**src/rtl/cpu_regwrite_arbiter_pkg.sv**
```systemverilog
// Shared definitions for the register-file write arbiter: requester IDs, widths,
// and the ranking helpers used by the picker and the pointer update.
package cpu_regwrite_arbiter_pkg;
    localparam int NUM_REQ          = 3;
    localparam int IDX_W            = 4;
    localparam int REQ_ID_W         = 2;
    localparam int STARVE_LIMIT_DEF = 4;

    typedef logic [REQ_ID_W-1:0] req_id_t;

    localparam req_id_t REQ_EX  = 2'd0;
    localparam req_id_t REQ_MEM = 2'd1;
    localparam req_id_t REQ_DBG = 2'd2;

    // Position of requester id in the rotation that starts at ptr (0 = first).
    function automatic logic [1:0] rank_of(input req_id_t id, input req_id_t ptr);
        logic [2:0] s;
        s = 3'(id) + 3'd3 - 3'(ptr);
        return (s >= 3'd3) ? 2'(s - 3'd3) : s[1:0];
    endfunction

    function automatic req_id_t next_ptr(input req_id_t id);
        return (id == REQ_DBG) ? REQ_EX : id + 2'd1;
    endfunction
endpackage

```
**src/rtl/cpu_regwrite_arbiter_rr_pick.sv**
```systemverilog
// Ranks requesters (starved first, then rotation from ptr) and returns the top two,
// skipping a second candidate whose destination index collides with the first.
module cpu_rr_pick
    import cpu_regwrite_arbiter_pkg::*;
(
    input  logic [NUM_REQ-1:0]            valid_i,
    input  logic [NUM_REQ-1:0]            prio_i,
    input  req_id_t                       ptr_i,
    input  logic [NUM_REQ-1:0][IDX_W-1:0] index_i,
    output logic                          first_vld_o,
    output req_id_t                       first_id_o,
    output logic                          second_vld_o,
    output req_id_t                       second_id_o
);
    // Lower key wins; keys are unique because rotation ranks are distinct.
    function automatic logic [2:0] pick_min(input logic [NUM_REQ-1:0] m,
                                            input logic [NUM_REQ-1:0][2:0] key);
        logic       found;
        req_id_t    id;
        logic [2:0] best;
        found = 1'b0;
        id    = '0;
        best  = '1;
        for (int k = 0; k < NUM_REQ; k++) begin
            if (m[k] && (!found || key[k] < best)) begin
                found = 1'b1;
                id    = 2'(k);
                best  = key[k];
            end
        end
        return {found, id};
    endfunction

    logic [NUM_REQ-1:0][2:0] key;
    logic [NUM_REQ-1:0]      conflict;
    logic [NUM_REQ-1:0]      cand2;

    always_comb begin
        key = '0;
        for (int k = 0; k < NUM_REQ; k++)
            key[k] = {~prio_i[k], rank_of(2'(k), ptr_i)};
    end

    assign {first_vld_o, first_id_o} = pick_min(valid_i, key);

    // The first pick matches itself, so this mask also removes it from round two.
    always_comb begin
        conflict = '0;
        for (int k = 0; k < NUM_REQ; k++)
            conflict[k] = (index_i[k] == index_i[first_id_o]);
    end

    assign cand2 = valid_i & ~conflict;
    assign {second_vld_o, second_id_o} = pick_min(cand2, key);
endmodule

```
**src/rtl/cpu_regwrite_arbiter.sv**
```systemverilog
// Dual-port register-file write arbiter for EX / MEM / DBG requesters with a
// rotating pointer, index-conflict avoidance and starvation promotion.
module cpu_regwrite_arbiter
    import cpu_regwrite_arbiter_pkg::*;
#(
    parameter int DATA_W       = 32,
    parameter int STARVE_LIMIT = STARVE_LIMIT_DEF
) (
    input  logic                             clk_i,
    input  logic                             rst_i,
    input  logic [NUM_REQ-1:0]               req_valid_i,
    input  logic [NUM_REQ-1:0][IDX_W-1:0]    req_index_i,
    input  logic [NUM_REQ-1:0][DATA_W-1:0]   req_value_i,
    output logic [NUM_REQ-1:0]               req_ready_o,
    output logic                             write_enable0_o,
    output logic [IDX_W-1:0]                 reg_write_index0_o,
    output logic [DATA_W-1:0]                value0_o,
    output logic                             write_enable1_o,
    output logic [IDX_W-1:0]                 reg_write_index1_o,
    output logic [DATA_W-1:0]                value1_o,
    output logic [NUM_REQ-1:0]               starve_o
);
    localparam int CNT_W = $clog2(STARVE_LIMIT + 1);

    req_id_t ptr_q;
    logic    first_vld, second_vld;
    req_id_t first_id, second_id;

    cpu_rr_pick u_pick (
        .valid_i      (req_valid_i),
        .prio_i       (starve_o),
        .ptr_i        (ptr_q),
        .index_i      (req_index_i),
        .first_vld_o  (first_vld),
        .first_id_o   (first_id),
        .second_vld_o (second_vld),
        .second_id_o  (second_id)
    );

    // Ready is masked by reset so nothing is handshaken while the block is held.
    always_comb begin
        req_ready_o = '0;
        if (rst_i) begin
            if (first_vld)  req_ready_o[first_id]  = 1'b1;
            if (second_vld) req_ready_o[second_id] = 1'b1;
        end
    end

    always_ff @(posedge clk_i or negedge rst_i) begin
        if (!rst_i) begin
            ptr_q              <= REQ_EX;
            write_enable0_o    <= 1'b0;
            reg_write_index0_o <= '0;
            value0_o           <= '0;
            write_enable1_o    <= 1'b0;
            reg_write_index1_o <= '0;
            value1_o           <= '0;
        end else begin
            write_enable0_o <= first_vld;
            write_enable1_o <= second_vld;
            if (first_vld) begin
                reg_write_index0_o <= req_index_i[first_id];
                value0_o           <= req_value_i[first_id];
                ptr_q              <= next_ptr(second_vld ? second_id : first_id);
            end
            if (second_vld) begin
                reg_write_index1_o <= req_index_i[second_id];
                value1_o           <= req_value_i[second_id];
            end
        end
    end

    for (genvar k = 0; k < NUM_REQ; k++) begin : g_starve
        logic [CNT_W-1:0] cnt_q;

        always_ff @(posedge clk_i or negedge rst_i) begin
            if (!rst_i)
                cnt_q <= '0;
            else if (!req_valid_i[k] || req_ready_o[k])
                cnt_q <= '0;
            else if (cnt_q != CNT_W'(STARVE_LIMIT))
                cnt_q <= cnt_q + 1'b1;
        end

        assign starve_o[k] = (cnt_q == CNT_W'(STARVE_LIMIT));
    end
endmodule

```
**config.mk**
```make
export PLATFORM = sky130hd
export DESIGN_NAME = cpu_regwrite_arbiter
export DESIGN_NICKNAME = d
export VERILOG_FILES = /design/src/rtl/cpu_regwrite_arbiter_pkg.sv /design/src/rtl/cpu_regwrite_arbiter_rr_pick.sv /design/src/rtl/cpu_regwrite_arbiter.sv
export SDC_FILE = /design/constraint.sdc
export NUM_CORES = 1
export LEC_CHECK = 0
export CAP_MARGIN = 20
export CORE_ASPECT_RATIO = 1.75
export CORE_MARGIN = 2
export CORE_UTILIZATION = 52
export CTS_BUF_LIST = sky130_fd_sc_hd__clkbuf_8
export DETAILED_ROUTE_END_ITERATION = 7
export PLACE_DENSITY = 0.89
export SLEW_MARGIN = 0
export SYNTH_ARGS = -nofsm -noshare
export SYNTH_HDL_FRONTEND = slang
export SYNTH_HIERARCHICAL = 1
export SYNTH_SLANG_ARGS = --single-unit
```
**constraint.sdc**
```tcl
create_clock -name clk_i -period 15.85 [get_ports clk_i]
set_clock_uncertainty 0.1 [all_clocks]
set_input_delay 2.3775 -clock clk_i [delete_from_list [all_inputs] [get_ports clk_i]]
set_output_delay 2.3775 -clock clk_i [all_outputs]
set_load 0.02 [all_outputs]
```
# After elaboration in Yosys (flattened, before gate mapping)
# Cells that the tools add are included.
word_totals:
  elab_cells: 111
  out_inout_bits: 80
  register_bits: 85
op_classes:
  muxes: 41
  reduce_logical: 23
  bitwise_logic: 6
  add_sub_neg: 10
  eq_ne: 10
  order_cmp: 11
op_table:
  columns: ["op", "n"]
  rows:
  - ["binary-select mux 32 bit (select 2 bit)", 2]
  - ["two-way mux 32 bit", 2]
  - ["two-way mux 3 bit", 14]
  - ["binary-select mux 4 bit (select 2 bit)", 2]
  - ["two-way mux 2 bit", 7]
  - ["equality test 4 bit", 3]
  - ["< comparator 3 bit", 4]
  - ["two-way mux 1 bit", 10]
  - ["adder 3 x 1 -> 3 bit, second input constant", 3]
  - ["equality test 3 bit, second input constant", 3]
  - [">= comparator 3 x 2 -> 1 bit, second input constant", 3]
  - ["inequality test 3 bit, second input constant", 3]
  - ["two-way mux 4 bit", 2]
  - ["zero test 1 bit", 7]
  - ["logical OR 1 bit", 7]
  - ["logical AND 1 bit", 6]
  - ["< comparator 2 x 3 -> 1 bit, second input constant", 2]
  - ["nonzero test 2 bit", 3]
  - ["subtractor 2 bit, second input constant", 3]
  - ["subtractor 3 x 2 -> 3 bit, first input constant", 2]
  - ["demux 1 bit (select 2 bit)", 2]
  - [">= comparator 2 x 1 -> 1 bit, second input constant", 2]
  - ["AND 3 bit", 1]
  - ["inverter 1 bit", 3]
  - ["other kinds (5)", 5]

# Longest topological paths before layout
logic_depth:
  word_depth: 35
  depth_mapped: 37
  ltp_nobuf: 35

# Modules after synthesis
# Netlist, hierarchy kept.
modules_own_cells:
  columns: ["mod", "instances", "seq_area_each_um2", "cells_each", "area_per_inst_um2"]
  rows:
  - ["cpu_regwrite_arbiter", 1, 2127.0, 484, 4780.8]
  - ["cpu_rr_pick", 1, 0.0, 151, 1017.2]

# Worst setup path before layout
# Ideal clock, no wire load.
synth_path:
  kind: "input port to output port"
  start: "in req_valid_i[0]"
  end: "out req_ready_o[1]"
  required_time_ns: 13.373
  arrival_time_ns: 7.481
  slack_ns: 5.892
  path_stages: 29
  path_buffers: 0
  cell_sequence: "inv_1 -> nor2_1 -> ha_1 -> a211o_1 -> nand2_1 -> nor2_1 -> a21oi_1 -> ha_1 -> o21ai_0 -> a21oi_1 -> nor2b_1 -> a31oi_1 -> o21ai_1 -> nor3_1 -> ha_1 -> a21o_1 -> a21oi_1 -> nor3_2 -> nor2_2 -> mux2_4 -> ha_1 -> nand2_1 -> o21bai_1 -> or3b_1 -> a21o_1 -> a2bb2oi_1 -> o211ai_1 -> nand3b_1 -> o22ai_1"
synth_via:
  elab_chain_len: 30
synth_lines:
  columns: ["item", "line", "rtl"]
  rows:
  - ["start: declaration", "cpu_regwrite_arbiter.sv:11", "input logic [NUM_REQ-1:0] req_valid_i,"]
  - ["two-way mux 3 bit or two-way mux 1 bit (tied branches)", "cpu_regwrite_arbiter_rr_pick.sv:25", "if (m[k] && (!found || key[k] < best)) begin"]
  - ["< comparator 3 bit or zero test 1 bit (tied branches)", "cpu_regwrite_arbiter_rr_pick.sv:25", null]
  - ["logical OR 1 bit", "cpu_regwrite_arbiter_rr_pick.sv:25", null]
  - ["logical AND 1 bit", "cpu_regwrite_arbiter_rr_pick.sv:25", null]
  - ["two-way mux 3 bit or two-way mux 1 bit (tied branches)", "cpu_regwrite_arbiter_rr_pick.sv:25", null]
  - ["< comparator 3 bit or zero test 1 bit (tied branches)", "cpu_regwrite_arbiter_rr_pick.sv:25", null]
  - ["logical OR 1 bit", "cpu_regwrite_arbiter_rr_pick.sv:25", null]
  - ["logical AND 1 bit", "cpu_regwrite_arbiter_rr_pick.sv:25", null]
  - ["(+15 left out)", null, null]
  - ["named net second_id[1]", "cpu_regwrite_arbiter.sv:27", "req_id_t first_id, second_id;"]
  - ["< comparator 2 x 3 -> 1 bit (not written as such) or >= comparator 2 x 1 -> 1 bit (tied branches)", "cpu_regwrite_arbiter.sv:45", "if (second_vld) req_ready_o[second_id] = 1'b1;"]
  - ["logical AND 1 bit (not written as such)", "cpu_regwrite_arbiter.sv:45", null]
  - ["two-way mux 1 bit (not written as such)", "cpu_regwrite_arbiter.sv:45", null]
  - ["demux 1 bit (select 2 bit) *", "cpu_regwrite_arbiter.sv:45", null]
  - ["OR 3 bit (no source line) *", null, null]
  - ["two-way mux 3 bit *", "cpu_regwrite_arbiter.sv:45", null]
  - ["two-way mux 3 bit *", "cpu_regwrite_arbiter.sv:43", "if (rst_i) begin"]
  - ["end: declaration", "cpu_regwrite_arbiter.sv:14", "output logic [NUM_REQ-1:0] req_ready_o,"]
# Mark *: on every way through the listed nets, which the timed path passes. The rest lies on a longest branch. The select of a mux whose other input is x is not followed.

# Worst setup path in the final report
layout_path:
  start: "in req_valid_i[0]"
  end: "out req_ready_o[2]"
# Same word-level chain as after synthesis.

==> summary.md <==
| Metric | Value |
|---|---|
| Grt met2 use | `55.92%` |
| Post-synth EDFFs | `0` |
| HP Start | `value1_o[1]` |
| Clk pwr share | `7.8%` |
| Initial antenna violation count | `0` |
| FF+latch count, synth | `85` |
| Fin. max-slew vios | `0` |
| Max-slew headroom | `36.37%` |
| Setup WS pre-CTS | `3.932 ns` |
| GR peak layer | `met2` |
| Number of CTS-inserted buffers | `9` |
| Least-Margin Pin Slew | `0.9545 ns` |
| R2R depth | `34` |
| RD Place Congestion | `0.9126` |
| Die area | `12,040 um2` |
| Design Power | `0.002062 W` |
| Vias in the first global route | `6,138` |
| First-pass GRT wire length | `29.61 mm` |
| Nets | `935` |
| Reg2reg setup slack | `7.71 ns` |
| Critical path capture point type | `output port` |
| Synth top area cells | `dfrtp_1 37%, mux2i_1 13%, a2bb2oi_1 11%` |
| Clk Latency, worst-skew pair | `0.35 ns` |
| Ys async rst share | `100.0%` |
| Outcome | `complete, no violations` |
| DRT iter0 DRCs | `291` |
| Mapped Nets | `766` |
| GR Util met3 | `6.203%` |
| Most numerous cell in the Yosys netlist | `nor2_1` |
| Final min period | `12.06 ns` |
| Leading area contributor after synthesis | `dfrtp_1` |
| Max-cap viol count | `0` |
| Sequential share of power | `19.5%` |
| CTS tree | `done` |
| Switching share of power | `46.34%` |
| Fmax | `82.95 MHz` |
| Final setup viols | `0` |
| Crit path max-delay cell type | `clkdlybuf4s50_1` |
| Setup tns final | `0 ns` |
| I/O pins | `193` |
| Largest net degree at the start of global routing | `78` |
| Reg2reg end | `value1_o[28]` |
| Maximum buffer depth of the clock tree | `2` |
| Syn. warnings | `6` |
| Critical Path RT | `13.37 ns` |
| CTS Hold Buffers Added | `0` |
| Drt drc | `0` |
| VDD IR max | `0.2488 mV` |
| Row count | `51` |
| Final WS setup | `3.794 ns` |
| Distinct cells, synth | `63` |
| Worst Path Arrival | `9.58 ns` |
| CTS clk-pin slew, worst paths | `0.08 ns` |
| Met1 GRT Util | `32.42%` |
| GRT Overall Usage | `30.78%` |
| Post-Route WL | `18.88 mm` |
| Hold Path End | `value1_o[1]` |
| Min-Delay Path Depth | `1` |
| Mean Syn Cell Area | `9.131 um2` |
| Die W | `83.82 um` |
| Total gr overflow | `0` |
| Routed len/inst | `20.06 um` |
| Top-area cell type share of the netlist area | `36.69%` |
| Detail Route Antenna Nets | `0` |
| Dominant synthesized flop cell | `dfrtp_1` |
| R2R Path Start | `g_starve[1].cnt_q[0]` |
| Sequential area share after synthesis | `36.69%` |
| FILL cells | `852` |
| CTS H-Tree Depth | `3` |
| Die outline height | `143.7 um` |
| Drt first pass iters | `5` |
| Port bufs | `192` |
| Most used cell, CP | `ha_1` |
| Post-CTS Setup Inserts | `0` |
| Worst setup path category | `in -> out` |
| NetSw | `0.0009556 W` |
| Cells resized by post-CTS repair | `0` |
| Overall via count from detail_route | `5,830` |
| Post-Syn Area | `5798 um2` |
| Comb pwr share | `72.7%` |
| Final core utilization | `72.14%` |
| Post-synth top cells | `87 x nor2_1, 86 x a21oi_1, 85 x dfrtp_1, 75 x mux2i_1, 72 x a2bb2oi_1` |
| Final period util | `76.06%` |
| Area of the core | `10,980 um2` |
| Int Pwr | `0.001107 W` |
| RSZ-0062 raised after global routing | `false` |
| Fraction of layout cells with a size suffix above 1 | `5.562%` |
| Clock sinks | `85` |
| Class of the worst hold path | `reg -> reg` |
| P per Cell Area | `260.5 nW/um2` |
| P_leak | `3.371 nW` |
| Clock Tree Root | `clkbuf_8` |
| Crit-path max cell delay | `0.66 ns` |
| Synth-to-Final Area Change | `36.56%` |
| Final Hold Fails | `0` |
| Worst Setup Start Kind | `input pin` |
| Diodes inserted | `0` |
| Crit path max fanout | `8` |
| Vias per cell | `6.196` |
| Initial Util | `52.83%` |
| Cells after Synth | `635` |
| Final HPWL DP | `13.55 mm` |
[worst max-delay path by stage]
| stage | slack, ns | end | startpoint | cells after the start |
|---|---|---|---|---|
| 5_1_grt | 3.38 | req_ready_o[2] | req_valid_i[0] | 31 |
| 6_report | 3.79 | req_ready_o[2] | req_valid_i[0] | 29 |
| 3_3_place_gp | 4.26 | req_ready_o[2] | req_valid_i[0] | 29 |
| 3_5_place_dp | 3.93 | req_ready_o[2] | req_valid_i[0] | 30 |
| 4_1_cts | 3.92 | req_ready_o[2] | req_valid_i[0] | 30 |
| 2_1_floorplan | 5.89 | req_ready_o[1] | req_valid_i[0] | 29 |
[cell type report]
cell class              count  area [um2]  area share [%]
multi-input cells         479        3324           41.99
flip-flops and latches     85        2127           26.86
repair buffers            201        1987           25.09
well taps                 132       165.2           2.086
clock buffers              11       151.4           1.912
inverters                  28       105.1           1.327
clock inverters             5       57.56          0.7269
[state kept, by name, indices dropped and copies added (netlist names)]
register            cells
reg_write_index1_o      4
write_enable0_o         1
value1_o               32
g_starve.cnt_q          9
ptr_q                   2
value0_o               32
reg_write_index0_o      4
write_enable1_o         1
[per-layer routing]
metal / part of all wire, % / vias up
li1: - / 2654
met1: 35 / 2812
met2: 54 / 286
met3: 5.9 / 78
met4: 5.2 / 0
met5: 0 / -
[critical path: cells and delay by family]
kind | cells | cell delay (ns)
compound gates | 13 | 2.79
mux | 1 | 0.32
buf+inv | 3 | 1.46
fa+ha+maj | 4 | 1.22
simple gates | 8 | 1.39
[power groups by stage]
stage	registers (W)	clock network (W)	logic [W]
final	0.000401	0.000162	0.00150
after detailed placement	0.000405	0	0.00149
after global routing	0.000414	0.000175	0.00160
after CTS	0.000402	0.000168	0.00149
after global placement	0.000399	0	0.00145
after floorplan	0.000514	0	0.000944
[logic make-up after synthesis]
logic type	count (synthesis)	share of synthesized area, %
AOI/OAI and AO/OA	207	25.18
xor gates and xnor gates	8	1.208
adders and majority gates	18	3.884
buffers and inverters	71	6.280
DFF	85	36.69
muxes	76	13.21
and+or+nand+nor	170	13.55
[metrics by stage]
step                      area [um2]  hold slack, ns  instances
after floorplan                 5798          0.4278        635
after global placement          7709          0.3665        925
after detailed placement        7709          0.3748        925
after CTS                       7918          0.3934        941
after global routing            7918          0.4119        941
final                           7918          0.3882        941
[placed cells by master (no fill, tap or decap), types with 3 or more instances in the layout]
cell / Yosys / layout
nor3_1: 6 / 6
nand2b_1: 10 / 10
nand3b_1: 3 / 3
clkdlybuf4s50_1: 0 / 191
nand3_1: 9 / 9
o21ai_0: 10 / 10
a21oi_1: 86 / 86
o221ai_1: 5 / 5
inv_1: 28 / 28
buf_4: 13 / 10
nand2_1: 28 / 27
nor2_1: 87 / 86
xor2_1: 4 / 4
ha_1: 18 / 18
clkbuf_8: 0 / 11
dfrtp_1: 85 / 85
nor2b_1: 6 / 4
mux2i_1: 75 / 75
a2bb2oi_1: 72 / 72
xnor2_1: 4 / 4
o21ai_1: 4 / 4
Power figures use the tool's default switching activity.
